--- config.mk ---
export PLATFORM = sky130hd
export DESIGN_NAME = fetch_unit
export DESIGN_NICKNAME = d
export VERILOG_FILES = /design/src/rtl/fetch_unit.sv
export SDC_FILE = /design/constraint.sdc
export NUM_CORES = 1
export LEC_CHECK = 0
export BUFFER_PORTS_ARGS = -buffer_cell sky130_fd_sc_hd__buf_2
export CORE_MARGIN = 2
export CORE_UTILIZATION = 50
export DETAILED_ROUTE_END_ITERATION = 8
export GPL_TIMING_DRIVEN = 0
export PLACE_DENSITY_LB_ADDON = 0.3
export REMOVE_ABC_BUFFERS = 1
export SYNTH_ARGS = -nofsm -noshare
export SYNTH_HDL_FRONTEND = slang
export SYNTH_SLANG_ARGS = --single-unit
--- constraint.sdc ---
create_clock -name clk -period 2.8 [get_ports clk]
set_input_delay 0 -clock clk [delete_from_list [all_inputs] [get_ports clk]]
set_output_delay 0 -clock clk [all_outputs]
set_load 0.01 [all_outputs]
--- src/rtl/fetch_unit.sv ---
// Fetch stage: PC register plus a registered instruction slot with valid/ready handshake,
// redirect flush and halt detection. Define FETCH_PERF_CNT_EN to add cycle/fetch counters.
module fetch_unit #(
    parameter logic [31:0]        START_PC  = 32'd0,
    parameter int                 INSTR_W   = 9,
    parameter logic [INSTR_W-1:0] HALT_WORD = {INSTR_W{1'b1}}
) (
    input  logic               clk,
    input  logic               reset,
    input  logic               start,
    output logic [31:0]        current_pc,
    input  logic [INSTR_W-1:0] imem_instruction,
    input  logic               redirect_valid,
    input  logic [31:0]        redirect_target,
    output logic [INSTR_W-1:0] instr_out,
    output logic [31:0]        instr_pc,
    output logic               instr_valid,
    input  logic               instr_ready,
    output logic               done
`ifdef FETCH_PERF_CNT_EN
    ,
    output logic [31:0]        cycle_count,
    output logic [31:0]        fetch_count
`endif
);

    typedef enum logic [1:0] {
        IDLE   = 2'd0,
        RUN    = 2'd1,
        HALTED = 2'd2
    } state_t;

    state_t      state;
    state_t      state_next;
    logic [31:0] pc;
    logic        slot_free;
    logic        is_halt;
    logic        load_start;
    logic        flush;
    logic        capture;
    logic        drain;
    logic        valid_next;

    assign slot_free  = !instr_valid || instr_ready;
    assign is_halt    = (imem_instruction == HALT_WORD);
    assign current_pc = pc;

    always_ff @(posedge clk or negedge reset) begin
        if (!reset) begin
            state <= IDLE;
        end else begin
            state <= state_next;
        end
    end

    // Redirect outranks capture, so a halt word under a redirect never ends the program.
    always_comb begin
        state_next = state;
        case (state)
            IDLE:    if (start) state_next = RUN;
            RUN:     if (!redirect_valid && slot_free && is_halt) state_next = HALTED;
            HALTED:  if (start) state_next = RUN;
            default: state_next = IDLE;
        endcase
    end

    always_comb begin
        load_start = 1'b0;
        flush      = 1'b0;
        capture    = 1'b0;
        drain      = 1'b0;
        case (state)
            IDLE: load_start = start;
            RUN: begin
                if (redirect_valid) begin
                    flush = 1'b1;
                end else if (slot_free) begin
                    capture = 1'b1;
                end
            end
            HALTED: begin
                if (start) begin
                    load_start = 1'b1;
                end else if (instr_valid && instr_ready) begin
                    drain = 1'b1;
                end
            end
            default: ;
        endcase
        valid_next = instr_valid;
        if (load_start || flush || drain) begin
            valid_next = 1'b0;
        end else if (capture) begin
            valid_next = 1'b1;
        end
    end

    // done looks at next-cycle state so it rises together with the slot emptying.
    always_ff @(posedge clk or negedge reset) begin
        if (!reset) begin
            pc          <= 32'd0;
            instr_out   <= '0;
            instr_pc    <= 32'd0;
            instr_valid <= 1'b0;
            done        <= 1'b0;
        end else begin
            if (load_start) begin
                pc <= START_PC;
            end else if (flush) begin
                pc <= redirect_target;
            end else if (capture && !is_halt) begin
                pc <= pc + 32'd1;
            end
            if (capture) begin
                instr_out <= imem_instruction;
                instr_pc  <= pc;
            end
            instr_valid <= valid_next;
            done        <= (state_next == HALTED) && !valid_next;
        end
    end

`ifdef FETCH_PERF_CNT_EN
    function automatic logic [31:0] sat_inc(input logic [31:0] value);
        return (value == 32'hFFFF_FFFF) ? value : value + 32'd1;
    endfunction

    always_ff @(posedge clk or negedge reset) begin
        if (!reset) begin
            cycle_count <= 32'd0;
            fetch_count <= 32'd0;
        end else if (load_start) begin
            cycle_count <= 32'd0;
            fetch_count <= 32'd0;
        end else begin
            if (state == RUN) cycle_count <= sat_inc(cycle_count);
            if (capture)      fetch_count <= sat_inc(fetch_count);
        end
    end
`endif

endmodule

==> implementation parameters <==
Parameter                              Value

Run status
  Run status ... complete, no violations

Timing
  Setup-failing EPs final ... 0
  Number of pins with negative max-slew slack in the final report ... 0
  FMAX ... 381 MHz
  Post-route minimum period ... 2.62 ns
  Worst slew margin ... 0.303
  Unrepaired setup endpoints after global routing ... no
  Maximum clock skew at final layout ... 0.0145 ns
  Worst slack on hold paths ... 0.0119 ns
  Worst slew pin tran ... 1.04 ns
  Post-route clock period utilization ... 0.937
  Summed negative setup slack over all endpoints ... 0 ns
  Final hold viol count ... 0

Critical path
  Worst endpoint data arrival time ... 2.88 ns
  Logic depth of the worst register-to-register path ... 6
  Critical Path Start Type ... register
  Worst path required time ... 3.06 ns
  Critical path's largest stage delay ... 0.60 ns
  Reg-to-reg endpoint ... current_pc[24]
  Maximum net fanout on the critical path ... 49
  Crit path kind ... register to register
  Critical Path End Type ... register
  Critical Path Slowest Stage Cell ... sky130_fd_sc_hd__or3_2
  Reg2reg setup slack ... 0.18 ns
  Beginning of the worst register-to-register path ... state[1]
  Cell-by-cell trace of the critical path ... nand2b_4 -> or3_2 -> buf_12 -> or3_4 -> or4_1 -> a31oi_1

Cells and area
  Number of nets in the finished design ... 624
  Most frequent cells in the layout ... sky130_fd_sc_hd__nand2_1 (135), sky130_fd_sc_hd__buf_2 (119), sky130_fd_sc_hd__dfrtp_1 (77)
  Fraction of layout cells with a size suffix above 1 ... 0.253
  Commonest non-fill, non-tap cell in the layout ... sky130_fd_sc_hd__nand2_1
  Area taken by flip-flops and latches ... 1930 sq um
  Antenna diode instance count ... 0
  Area growth from synthesis to layout ... 35.5%
  Combined area of the multi-input logic cells ... 1690 sq um
  Fraction of the core area covered by cells at the end of the flow ... 0.695
  Fill cell count ... 595
  Final cell count without fillers ... 681

Detailed routing
  Post-route ant nets ... 0
  Vias per cell ... 5.33
  Iteration-0 DRC Markers ... 215
  Routed len/inst ... 14.9 um
  DRT Pass-1 Iters ... 4
  Number of design rule violations left after detail routing ... 0
  Total number of vias ... 3629
  Aggregate routed wire length ... 10.2 mm

Place
  Routability Congestion ... 0.777
  Estimated wirelength of the detail-placed design ... 6.51 mm
  Placed Cells ... 625
  PortBufs ... 120

Floorplan
  Core region area ... 7210 sq um
  Overall die area ... 8100 sq um
  Initial core utilization ... 0.512
  Standard-cell rows ... 31
  Die Y-Extent ... 90.0 um
  Ports placed on the boundary ... 121
  Die X-Extent ... 90.0 um

Synth
  Summed instance area of the synthesized netlist ... 3700 sq um
  Register bit total from synthesis ... 77
  Share of the synthesized area in the top cell type ... 0.521
  Synth Warn # ... 0
  Syn_area_per_cell ... 8.74 sq um
  Register area share after synthesis ... 0.521
  Top cell type by total area after synthesis ... sky130_fd_sc_hd__dfrtp_1
  Cell variety after synth ... 33
  Synthesized netlist cell count ... 423
  Biggest area contributors in the synthesized netlist ... sky130_fd_sc_hd__dfrtp_1 (52%), sky130_fd_sc_hd__nand2_1 (14%), sky130_fd_sc_hd__o21ai_0 (5.0%)

Power
  Switching power ... 0.956 mW
  Internal power ... 1.89 mW
  Combinational Power Share ... 0.240
  Static power due to leakage ... 2.36 nW
  Power per Cell Area ... 568 nW/um^2
  Sequential Power Share ... 0.497
  Max IR drop VDD ... 0.000324 V
  Clock power share ... 0.262
  Switching Share ... 0.336

Clock network
  Maximum buffer depth of the clock tree ... 2
  Worst-skew pair later-pin latency ... 0.35 ns
  Register clock-pin slew on the reported worst setup and hold paths ... 0.08 ns
  CTS Hold Buffers Added ... 40
  TritonCTS clock tree ... built
  TritonCTS Buffers ... 9
  Root buf cell ... sky130_fd_sc_hd__clkbuf_8
  Clock sinks ... 77
  Number of resized instances in the post-cts repair step ... 0
  Number of buffers inserted to repair setup after CTS ... 0
  CTS H-tree depth ... 3

Job
  Max Cap Violations ... 0

Global routing
  First-pass GRT wire length ... 17.6 mm
  Pin count of the biggest net entering global routing ... 65
  Number of antenna violations at the first check in global routing ... 0
  Via count of the first global-routing pass ... 3583
  Overall Global Routing Usage ... 0.265
  Congestion Overflow GR ... 0

Worst hold path
  Hold path cells ... 3
  Worst Hold Path EP ... current_pc[22]
  Startpoint of the tightest hold check path ... redirect_target[22]
  HP Class ... input pin to register
## kinds of logic (layout without fill, tap and decap cells)
family,Yosys count,count (layout),share of synthesized area
buffers and inverters,26,185,0.0267
AND/OR/NAND/NOR,222,222,0.285
AO/OA/AOI/OAI,76,76,0.114
flip-flops,77,77,0.521
XOR/XNOR,20,20,0.0474
multiplexers,1,1,0.00271
adder cells (fa/ha/maj),1,1,0.00338
## cell type report
class | instances | share of cell area
timing repair buffer | 166 | 0.218
inverter | 3 | 0.00225
multi-input combinational | 320 | 0.337
sequential | 77 | 0.385
tap | 99 | 0.0247
clock inverter | 6 | 0.00799
clock buffer | 10 | 0.0255
## routing by layer
layer / wire length [um] / global-route usage
met1: 4620 / 0.363
met5: 0 / 0
met2: 4980 / 0.434
met4: 149 / 0.0962
met3: 423 / 0.0377
## worst max-delay path, delay by kind of cell (launching register included)
family / cells / cell delay [ns]
buffers and inverters: 1 / 0.26
AND/OR/NAND/NOR: 4 / 1.66
AO/OA/AOI/OAI: 1 / 0.17
flip-flops: 1 / 0.43
## cell usage after synthesis
master and count:
sky130_fd_sc_hd__nand2b_4 1, sky130_fd_sc_hd__a211oi_1 4, sky130_fd_sc_hd__and2_1 1, sky130_fd_sc_hd__ha_1 1, sky130_fd_sc_hd__nor3b_1 2, sky130_fd_sc_hd__dfrtp_1 77, sky130_fd_sc_hd__nor4b_1 1, sky130_fd_sc_hd__xnor2_1 17
sky130_fd_sc_hd__or3_1 4, sky130_fd_sc_hd__or4_1 6, sky130_fd_sc_hd__a22o_1 2, sky130_fd_sc_hd__nand2_1 136, sky130_fd_sc_hd__and4_1 8, sky130_fd_sc_hd__a31oi_1 6, sky130_fd_sc_hd__nor4_2 1, sky130_fd_sc_hd__nor4_1 11
sky130_fd_sc_hd__nor2_1 7, sky130_fd_sc_hd__nand2b_1 1, sky130_fd_sc_hd__and3_1 5, sky130_fd_sc_hd__xor2_1 3, sky130_fd_sc_hd__nand4_1 10, sky130_fd_sc_hd__inv_1 3, sky130_fd_sc_hd__mux2i_1 1, sky130_fd_sc_hd__nor3_1 11
sky130_fd_sc_hd__o31ai_1 5, sky130_fd_sc_hd__nor2b_1 3, sky130_fd_sc_hd__o21ai_0 37, sky130_fd_sc_hd__clkbuf_1 22, sky130_fd_sc_hd__a21oi_1 21, sky130_fd_sc_hd__nand3_1 13, sky130_fd_sc_hd__or3_4 1, sky130_fd_sc_hd__buf_2 1
sky130_fd_sc_hd__o31a_1 1
## sequential cells by signal, summed over array words and instances, names as in the netlist
name         flops
instr_valid      1
instr_pc        32
current_pc      32
instr_out        9
done             1
state            2
## how the worst max path moves through the flow
stage           startpoint              to  slack, ns
2_1_floorplan  instr_valid  current_pc[31]      -1.18
3_3_place_gp   instr_valid  current_pc[31]      -2.76
3_5_place_dp      state[1]  current_pc[24]       0.22
4_1_cts           state[1]  current_pc[24]       0.20
5_1_grt           state[1]  current_pc[26]      0.007
6_report          state[1]  current_pc[24]       0.18
## stage by stage
step	worst slack, ns	cell area [sq um]	power [mW]
floorplan	-1.18	3610	1.76
CTS	0.196	5010	2.85
global placement	-2.76	4330	2.04
global route	0.00717	5010	3.01
finish	0.177	5010	2.85
detailed placement	0.218	4440	2.07
## power groups by stage
| stage | sequential (mW) | combinational, mW | clock, mW |
|---|---|---|---|
| after floorplan | 1.49 | 0.275 | 0 |
| after global placement | 1.43 | 0.617 | 0 |
| after detailed placement | 1.43 | 0.640 | 0 |
| after CTS | 1.41 | 0.684 | 0.757 |
| after global routing | 1.44 | 0.762 | 0.808 |
| final | 1.42 | 0.683 | 0.747 |
No activity file was read; power rests on OpenSTA's default activity.
